File: src/rtl/dpram_arbiter.sv
// Shares a two-port RAM among N_REQ requesters, granting up to two per cycle (round-robin, or
// fixed priority when DPRAM_ARB_FIXED_PRIO_EN is defined). Grant is same-cycle combinational,
// the RAM command is registered (T+1), and read data returns to the requester at T+2.
module dpram_arbiter #(
    parameter int N_REQ = 4,
    parameter int DEPTH = 8,
    parameter int WIDTH = 8,
    localparam int AW = $clog2(DEPTH)
) (
    input  logic                   clk,
    input  logic                   rst,
    input  logic [N_REQ-1:0]       req,
    input  logic [N_REQ-1:0]       req_we,
    input  logic [N_REQ*AW-1:0]    req_addr,
    input  logic [N_REQ*WIDTH-1:0] req_wdata,
    output logic [N_REQ-1:0]       gnt,
    output logic [N_REQ-1:0]       rsp_valid,
    output logic [N_REQ*WIDTH-1:0] rsp_data,
    output logic                   ram_w_en_a,
    output logic                   ram_w_en_b,
    output logic [AW-1:0]          ram_addr_a,
    output logic [AW-1:0]          ram_addr_b,
    output logic [WIDTH-1:0]       ram_data_in_a,
    output logic [WIDTH-1:0]       ram_data_in_b,
    input  logic [WIDTH-1:0]       ram_data_out_a,
    input  logic [WIDTH-1:0]       ram_data_out_b
);
    localparam int IW = (N_REQ > 1) ? $clog2(N_REQ) : 1;

    function automatic logic [IW-1:0] wrap_idx(input int base, input int off);
        int s;
        s = base + off;
        if (s >= N_REQ) s = s - N_REQ;
        return IW'(s);
    endfunction

    // Index 0 of every [1:0] array is RAM port A, index 1 is port B.
    logic [IW-1:0]           scan_base;
    logic [1:0]              found;
    logic [1:0][IW-1:0]      sel_idx;
    logic [1:0]              sel_we;
    logic [1:0][AW-1:0]      sel_addr;
    logic [1:0][WIDTH-1:0]   sel_wdat;
    logic                    conflict;
    logic [1:0]              port_vld;
    logic [1:0][WIDTH-1:0]   ram_dout;

    logic [1:0]              ram_w_en_q, ram_w_en_d;
    logic [1:0][AW-1:0]      ram_addr_q, ram_addr_d;
    logic [1:0][WIDTH-1:0]   ram_wdat_q, ram_wdat_d;
    logic [1:0]              s1_vld_q, s1_vld_d, s1_rd_q, s1_rd_d;
    logic [1:0]              s2_vld_q, s2_vld_d, s2_rd_q, s2_rd_d;
    logic [1:0][IW-1:0]      s1_id_q, s1_id_d, s2_id_q, s2_id_d;
    logic [N_REQ*WIDTH-1:0]  rsp_hold_q, rsp_hold_d;

`ifdef DPRAM_ARB_FIXED_PRIO_EN
    assign scan_base = '0;
`else
    logic [IW-1:0]           ptr_q, ptr_d;
    assign scan_base = ptr_q;
`endif

    assign ram_dout = {ram_data_out_b, ram_data_out_a};

    always_comb begin
        logic [IW-1:0] cand;
        found    = '0;
        sel_idx  = '0;
        cand     = '0;
        sel_we   = '0;
        sel_addr = '0;
        sel_wdat = '0;
        for (int k = 0; k < N_REQ; k++) begin
            cand = wrap_idx(int'(scan_base), k);
            if (req[cand]) begin
                if (!found[0]) begin
                    found[0]   = 1'b1;
                    sel_idx[0] = cand;
                end else if (!found[1]) begin
                    found[1]   = 1'b1;
                    sel_idx[1] = cand;
                end
            end
        end
        for (int p = 0; p < 2; p++) begin
            sel_we[p]   = req_we[sel_idx[p]];
            sel_addr[p] = req_addr[int'(sel_idx[p])*AW +: AW];
            sel_wdat[p] = req_wdata[int'(sel_idx[p])*WIDTH +: WIDTH];
        end
        // Same address with a write involved: port B backs off and retries next cycle.
        conflict = found[1] && (sel_addr[0] == sel_addr[1]) && (sel_we[0] || sel_we[1]);
        port_vld = {found[1] & ~conflict, found[0]};
    end

    always_comb begin
        gnt        = '0;
        ram_w_en_d = '0;
        ram_addr_d = ram_addr_q;
        ram_wdat_d = ram_wdat_q;
        for (int p = 0; p < 2; p++) begin
            if (port_vld[p]) begin
                if (!rst) gnt[sel_idx[p]] = 1'b1;
                ram_w_en_d[p] = sel_we[p];
                ram_addr_d[p] = sel_addr[p];
                ram_wdat_d[p] = sel_wdat[p];
            end
        end
        s1_vld_d = port_vld;
        s1_rd_d  = ~sel_we;
        s1_id_d  = sel_idx;
        s2_vld_d = s1_vld_q;
        s2_rd_d  = s1_rd_q;
        s2_id_d  = s1_id_q;
`ifndef DPRAM_ARB_FIXED_PRIO_EN
        ptr_d = ptr_q;
        if (port_vld[1])      ptr_d = wrap_idx(int'(sel_idx[1]), 1);
        else if (port_vld[0]) ptr_d = wrap_idx(int'(sel_idx[0]), 1);
`endif
    end

    // Live RAM data is forwarded in the return cycle; the hold register keeps it afterwards.
    always_comb begin
        rsp_valid  = '0;
        rsp_data   = rsp_hold_q;
        rsp_hold_d = rsp_hold_q;
        for (int p = 0; p < 2; p++) begin
            if (!rst && s2_vld_q[p] && s2_rd_q[p]) begin
                rsp_valid[s2_id_q[p]]                          = 1'b1;
                rsp_data[int'(s2_id_q[p])*WIDTH +: WIDTH]      = ram_dout[p];
                rsp_hold_d[int'(s2_id_q[p])*WIDTH +: WIDTH]    = ram_dout[p];
            end
        end
    end

    always_ff @(posedge clk) begin
        if (rst) begin
            ram_w_en_q <= '0;
            ram_addr_q <= '0;
            ram_wdat_q <= '0;
            s1_vld_q   <= '0;
            s1_rd_q    <= '0;
            s1_id_q    <= '0;
            s2_vld_q   <= '0;
            s2_rd_q    <= '0;
            s2_id_q    <= '0;
            rsp_hold_q <= '0;
`ifndef DPRAM_ARB_FIXED_PRIO_EN
            ptr_q      <= '0;
`endif
        end else begin
            ram_w_en_q <= ram_w_en_d;
            ram_addr_q <= ram_addr_d;
            ram_wdat_q <= ram_wdat_d;
            s1_vld_q   <= s1_vld_d;
            s1_rd_q    <= s1_rd_d;
            s1_id_q    <= s1_id_d;
            s2_vld_q   <= s2_vld_d;
            s2_rd_q    <= s2_rd_d;
            s2_id_q    <= s2_id_d;
            rsp_hold_q <= rsp_hold_d;
`ifndef DPRAM_ARB_FIXED_PRIO_EN
            ptr_q      <= ptr_d;
`endif
        end
    end

    assign ram_w_en_a    = ram_w_en_q[0];
    assign ram_w_en_b    = ram_w_en_q[1];
    assign ram_addr_a    = ram_addr_q[0];
    assign ram_addr_b    = ram_addr_q[1];
    assign ram_data_in_a = ram_wdat_q[0];
    assign ram_data_in_b = ram_wdat_q[1];

endmodule

File: config.mk
export PLATFORM = sky130hd
export DESIGN_NAME = dpram_arbiter
export DESIGN_NICKNAME = d
export VERILOG_FILES = /design/src/rtl/dpram_arbiter.sv
export SDC_FILE = /design/constraint.sdc
export NUM_CORES = 1
export LEC_CHECK = 0
export ABC_AREA = 0
export BUFFER_PORTS_ARGS = -buffer_cell sky130_fd_sc_hd__buf_2
export CORE_ASPECT_RATIO = 0.9
export CORE_UTILIZATION = 32
export DETAILED_ROUTE_END_ITERATION = 6
export GPL_TIMING_DRIVEN = 0
export MAX_ROUTING_LAYER = met4
export PLACE_DENSITY = 0.57
export SYNTH_ARGS = -nofsm -noshare
export SYNTH_HDL_FRONTEND = slang
export SYNTH_SLANG_ARGS = --single-unit
File: constraint.sdc
create_clock -name clk -period 3.6 [get_ports clk]
set_input_delay 0.54 -clock clk [delete_from_list [all_inputs] [get_ports clk]]
set_output_delay 0.54 -clock clk [all_outputs]
set_load 0.05 [all_outputs]
==> results of run 1 <==
## how the worst min path moves through the flow
stage	startpoint	end	slack, ps
floorplan	s1_id_q[0]	s2_id_q[0]	410
global placement	s1_vld_q[0]	s2_vld_q[0]	420
detailed placement	s1_rd_q[0]	s2_rd_q[0]	420
CTS	rst	s1_vld_q[0]	420
global route	s1_rd_q[0]	s2_rd_q[0]	450
finish	s1_rd_q[0]	s2_rd_q[0]	440
## stage by stage
step | utilization, % | total power [mW] | hold slack, ps | worst slack [ps] | std cells
after detailed placement | 40.3 | 3.83 | 422 | -1080 | 878
after global routing | 45.6 | 5.63 | 446 | -761 | 918
after CTS | 44.8 | 5.24 | 419 | -635 | 914
after floorplan | - | 3.19 | 414 | -388 | 553
final | 45.6 | 5.35 | 437 | -652 | 918
after global placement | 40.1 | 3.81 | 422 | -1090 | 876
## cell families after synthesis
logic type | synth area share, %
flip-flops | 31.9
adder cells (fa/ha/maj) | 4.50
multiplexers | 11.7
AND/OR/NAND/NOR | 21.7
buffers and inverters | 4.88
XOR/XNOR | 0.943
AO/OA/AOI/OAI | 24.4
## report_power, final
part           switching, mW  internal (mW)  total, mW
clock network          0.355          0.641      0.996
registers              0.110           1.00       1.11
logic                   1.91           1.33       3.24
## layer usage
| metal | wire length, um | vias to the layer above | share of wire (%) | track usage (%) |
|---|---|---|---|---|
| met4 | 226 | 0 | 1.4 | 5.88 |
| met1 | 7230 | 2262 | 46 | 27.3 |
| met2 | 7290 | 181 | 46 | 34.9 |
| li1 | - | 2330 | - | - |
| met5 | 0 | - | 0 | - |
| met3 | 1070 | 18 | 6.8 | 4.67 |
## cells in the mapped netlist (2+ instances only)
master,instances
dfxtp_1,74
clkbuf_1,24
a22oi_1,24
ha_1,15
a211oi_1,18
mux2i_1,38
nand3b_1,5
o22ai_1,3
and2_1,47
o211ai_2,2
xor2_1,2
a22o_1,3
nand2_1,50
nand3_1,4
buf_4,2
o211ai_1,3
nor3b_1,4
nor2_1,34
nor3_1,4
buf_1,2
o21ai_0,18
inv_1,9
or3_1,4
xnor2_1,3
buf_2,7
buf_6,4
a31oi_1,2
a211o_1,9
nor2b_1,15
nor4b_1,4
mux2_2,10
a21oi_1,69
nand2b_1,2
and3_1,11
## critical path, stage by stage (launching register included)
cell	delay, ps
dfxtp_4	340
buf_6	120
buf_8	140
a211oi_2	230
a21oi_2	70
ha_2	220
o311ai_4	280
a21boi_4	250
o221ai_4	140
mux4_2	500
xor2_2	220
o21ai_4	120
buf_8	140
nand3b_1	190
a21oi_4	220
buf_8	170
## cells in the final DEF (no fill, tap or decap), types with 4 or more instances in the layout
cell	instances
mux2_2	10
a211o_1	9
nor2b_1	13
clkbuf_16	9
ha_1	14
a211oi_1	16
dfxtp_1	72
a21oi_1	63
nand3b_1	5
o21ai_0	10
o21ai_1	8
and3_1	11
a22oi_1	24
buf_6	6
inv_1	8
mux2i_1	34
nor2_1	33
nand3_1	4
nand2_1	47
buf_2	130
buf_4	22
clkbuf_1	23
buf_8	7
a21oi_4	4
and2_1	47
## registers in the layout (all words and copies together), names as in the netlist
name	flops
ptr_q	2
ram_addr_a	3
ram_addr_b	3
ram_data_in_a	8
ram_data_in_b	8
ram_w_en_q	2
rsp_hold_q	32
s1_id_q	4
s1_rd_q	2
s1_vld_q	2
s2_id_q	4
s2_rd_q	2
s2_vld_q	2
## timing repair
action | in CTS | in global routing
endpoints found under the setup margin | 47 | 36
resized for setup | 33 | 16
buffers inserted | 21 | 3
pin swaps | 12 | 7
## area by class of cell
type / count / area, um2 / area share (%)
diodes: 1 / 2.50 / 0.0389
plain buffers: 39 / 240 / 3.73
clock buffers: 11 / 253 / 3.93
clock inverters: 4 / 75.1 / 1.17
inverters: 9 / 37.5 / 0.583
multi-input cells: 431 / 3180 / 49.4
flip-flops and latches: 74 / 1490 / 23.1
well taps: 193 / 241 / 3.75
repair buffers: 156 / 917 / 14.3
==> impl_metrics.tcl, run 1 <==
set metrics [dict create \
    status "finished with violations" \
    failed_checks "negative setup slack" \
    maxCapViolations 0 \
    grt_start_max_net_pins 13 \
    post-synth-top-area-fraction_pct 31.9 \
    syn_to_final_growth_pct 38.6 \
    detailedRoute.firstPassIterationCount 5 \
    path_max_fanout 10 \
    finalClockSkew_ps 7.94 \
    gr-usage-all-layers_pct 21.6 \
    grt_setup_unrepaired "yes" \
    layout.cell_area.non_filler_mm2 0.00643 \
    clock_insertion_delay_worst_skew_ps 340 \
    timing.setup.tns_ps -2470 \
    floorplan.io_pins 134 \
    ys_dominant_reg_cell "dfxtp_1" \
    power.ir.vdd_worst_mv 0.627 \
    r2r.worst_path.cells 15 \
    setup.reg_to_reg.worst_slack_ps 110 \
    fin_crit_sh_pct 118 \
    tightestPinTransition_ps 770 \
    drv_slew 0 \
    synth-seq-area-share_pct 31.9 \
    number_of_buffers_inserted_by_port_buffering 130 \
    average_wire_per_cell_in_the_routed_design_um 17.2 \
    achievable-frequency_ghz 0.235 \
    power.density_mw_per_mm2 831 \
    worstSetupPathType "reg -> out" \
    vias 4791 \
    final_layout_size_suffix_gt1_share_pct 33.3 \
    setup.worst_path.end_class "output port" \
    initial_utilization_pct 32.9 \
    final.fill_count 1382 \
    maxSlewHeadroom_pct 48.7 \
    syn_area_per_cell_um2 8.40 \
    synth_cells 553 \
    htreeDepth 3 \
    clock_tree.buffer_depth 2 \
    asyncSetResetFlopFracSynth_pct 0 \
    r2r-end "ptr_q[1]" \
    worst_hold_path.num_cells 1 \
    cell_area_after_technology_mapping_mm2 0.00464 \
    detailedRoute.firstIterationViolations 278 \
    synth.yosys.warnings 0 \
    worst_path_required_ps 3060 \
    antenna_violations_before_repair 1 \
    die_area_mm2 0.0150 \
    die_h_um 116 \
    finalWorstSetupSlack_ps -652 \
    antenna_violating_nets_post_route 0 \
    timing.final.setup_violations 4 \
    gpl.final_weighted_congestion 0.863 \
    core_area_mm2 0.0141 \
    crit_path_end "gnt[3]" \
    hp-class "reg -> reg" \
    cts_tree "done" \
    grt_first_pass_wirelength_um 24100 \
    leakage_nw 2.82 \
    clock_sink_count 74 \
    worst_r2r_startpoint "ptr_q[1]" \
    yosysUniqueCellTypes 62 \
    ctsRootBufferMaster "clkbuf_16" \
    critPathLaunchType "flop" \
    cts-hold-fix-buffers 0 \
    timing_hold_violations_final 0 \
    area_contributors_post_synth "dfxtp_1 (32%), mux2i_1 (8.2%), a21oi_1 (7.4%)" \
    crit_path_start "ptr_q[1]" \
    dp_hpwl_um 11700 \
    routed_via_density 5.22 \
    finalNetCount 805 \
    synth_enable_flop_cells 0 \
    globalRouteOverflowTotal 0 \
    post-route-drc-count 0 \
    seq_cells_post_synth 74 \
    cts_made_buffers 9 \
    period_minus_slack_ps 4250 \
    detail_route.wirelength_um 15800 \
    critPathArrivalTime_ps 3710 \
    synth_largest_area_cell "dfxtp_1" \
    die_x_um 129 \
    fp-row-count 41 \
    dpl_cell_area_mm2 0.00568 \
    first_global_vias 4602 \
    synth_nets 638 \
    cts.reportedPaths.clkPinSlew_ps 60 \
]
(Power assumes the default switching activity.)
==> inputs of run 2 (changes only) <==
Settings changed: CORE_MARGIN set to 8, GPL_TIMING_DRIVEN 0 to unset.
==> run 2 against run 1 <==
Against the previous run:
- the run still ends with negative setup slack left
- combinational power barely moved
- die area grew 24%
- critical path depth is 3 lower
- first-iteration DRC count is 23% higher
- maximum frequency rose by 4.2%
- largest power group unchanged
==> impl_metrics.tcl, run 2 (synthesized netlist as in run 1, its figures left out) <==
set metrics [dict create \
    grt_setup_unrepaired "yes" \
    timing.hold.ws_ps 434 \
    clock_tree.buffer_depth 2 \
    worst_hold_path.num_cells 1 \
    globalRouteOverflowTotal 0 \
    dpl_cells 898 \
    drv_slew 0 \
    max_reg_flops 32 \
    detail_route.wirelength_um 16300 \
    fin_crit_sh_pct 113 \
    timing_hold_violations_final 0 \
    finalClockSkew_ps 7.68 \
    floorplan.io_pins 134 \
    fp-row-count 41 \
    power.ir.vdd_worst_mv 0.682 \
    detailedRoute.firstPassIterationCount 5 \
    leakage_nw 2.92 \
    syn_to_final_growth_pct 39.8 \
    period_minus_slack_ps 4080 \
    dpl_cell_area_mm2 0.00594 \
    post-route-drc-count 0 \
    timing.final.setup_violations 4 \
    r2r-end "ptr_q[0]" \
    setup.reg_to_reg.worst_slack_ps 140 \
    finalWorstSetupSlack_ps -481 \
    worstSetupPathType "reg -> out" \
    maxSlewHeadroom_pct 65.1 \
    setup.worst_path.end_class "output port" \
    critical-path-max-stage-delay_ps 500 \
    htreeDepth 3 \
    ctsRootBufferMaster "clkbuf_16" \
    initial_utilization_pct 32.9 \
    r2r.worst_path.cells 14 \
    cts_made_buffers 9 \
    vias 4819 \
    worst_hold_path.endpoint "s2_vld_q[1]" \
    path_max_fanout 6 \
    cts_tree "done" \
    clock_insertion_delay_worst_skew_ps 340 \
    cts.reportedPaths.clkPinSlew_ps 60 \
    die_area_mm2 0.0186 \
    mostFrequentLayoutCell "buf_2" \
    worst_r2r_startpoint "ptr_q[1]" \
    hp-class "reg -> reg" \
    gpl.final_weighted_congestion 0.880 \
    average_wire_per_cell_in_the_routed_design_um 17.7 \
    antenna_violating_nets_post_route 0 \
    power.density_mw_per_mm2 821 \
    layout.cells.non_filler 922 \
    grt_start_max_net_pins 39 \
    fin_util_pct 46.0 \
    worst_path_required_ps 3060 \
    clock_sink_count 74 \
    achievable-frequency_ghz 0.245 \
    first_global_vias 4936 \
    die_h_um 130 \
    registers.top_by_ff_count "rsp_hold_q" \
    core_area_mm2 0.0141 \
    crit_path_top_delay_cell "mux4_2" \
    critPathArrivalTime_ps 3540 \
    critPathLaunchType "flop" \
    final_layout_size_suffix_gt1_share_pct 36.3 \
    gr-usage-all-layers_pct 17.9 \
    antenna_violations_before_repair 1 \
    layout.cell_area.non_filler_mm2 0.00649 \
    finalNetCount 808 \
    cell_chain_of_the_critical_path "mux2i_4 -> a21oi_2 -> ha_2 -> o311ai_4 -> a21boi_4 -> o221ai_4 -> mux4_2 -> xor2_2 -> o21ai_4 -> or3_4 -> a21oi_4 -> buf_6" \
    status "finished with violations" \
    dp_hpwl_um 12300 \
    routed_via_density 5.23 \
    failed_checks "negative setup slack" \
    cts-hold-fix-buffers 0 \
    maxCapViolations 0 \
    number_of_buffers_inserted_by_port_buffering 133 \
    most-common-layout-cells "buf_2 (129), dfxtp_1 (72), a21oi_1 (64)" \
    die_x_um 143 \
    detailedRoute.firstIterationViolations 343 \
    grt_first_pass_wirelength_um 25600 \
    tightestPinTransition_ps 519 \
    hold_start "s1_vld_q[1]" \
]
-- run 2: cell types whose count changed in the layout (fill, tap and decap cells not counted), sizes merged --
cell           delta
bufinv            -1
clkinv            +2
buf              +29
inv               +4
clkdlybuf4s15     -1
clkbuf           -26
clkdlybuf4s18     -1
clkinvlp          -2
-- run 2: routing by layer --
layer  share of wire [%]  up-vias  GRT usage (%)  routed length (um)
met3                 6.9       26           5.11                1130
met5                   0        -              -                   0
met2                  46      196           27.9                7490
li1                    -     2329              -                   -
met4                 1.1        0           4.24                 174
met1                  46     2268           22.3                7540
-- run 2: power by group --
group | internal, mW | total [mW] | switching (mW) | leakage (nW)
Sequential | 1.00 | 1.12 | 0.114 | 0.607
Clock | 0.549 | 0.952 | 0.403 | 0.149
Combinational | 1.38 | 3.26 | 1.88 | 2.16
-- run 2: what timing repair did --
action | in CTS | in global routing
setup endpoints to repair | 5 | 5
gates resized for setup | 23 | 17
pin swaps | 9 | 7
setup buffers | 4 | 3
-- run 2: how the worst max path moves through the flow --
stage / start / to / slack (ps) / cells past startpoint
2_1_floorplan: req[0] / gnt[2] / -390 / 13
3_3_place_gp: req[0] / gnt[3] / -510 / 16
3_5_place_dp: req[0] / gnt[3] / -660 / 16
4_1_cts: ptr_q[1] / gnt[2] / -470 / 12
5_1_grt: ptr_q[1] / gnt[2] / -600 / 14
6_report: ptr_q[1] / gnt[2] / -480 / 12
-- run 2: metrics by stage --
step | power [mW] | setup WS [ps] | TNS (ps)
after floorplan | 3.19 | -388 | -1430
after global placement | 4.00 | -508 | -2070
after detailed placement | 4.06 | -665 | -3070
after CTS | 5.22 | -473 | -1730
after global routing | 5.62 | -596 | -2300
final | 5.33 | -481 | -1830
-- run 2: layout make-up --
type / instances / area [um2]
Fill cell: 1397 / 7610
Clock inverter: 7 / 83.8
Timing Repair Buffer: 198 / 1250
Inverter: 9 / 33.8
Clock buffer: 9 / 225
Tap cell: 193 / 241
Antenna cell: 1 / 2.50
Sequential cell: 74 / 1490
Multi-Input combinational cell: 431 / 3170
-- run 2: worst max-delay path: cells and delay by family, from the launching register on --
| kind | cells | cell delay [ps] |
|---|---|---|
| fa+ha+maj | 1 | 210 |
| flops | 1 | 420 |
| simple gates | 1 | 390 |
| compound gates | 6 | 990 |
| xor+xnor | 1 | 250 |
| mux | 2 | 760 |
| buf+inv | 1 | 180 |
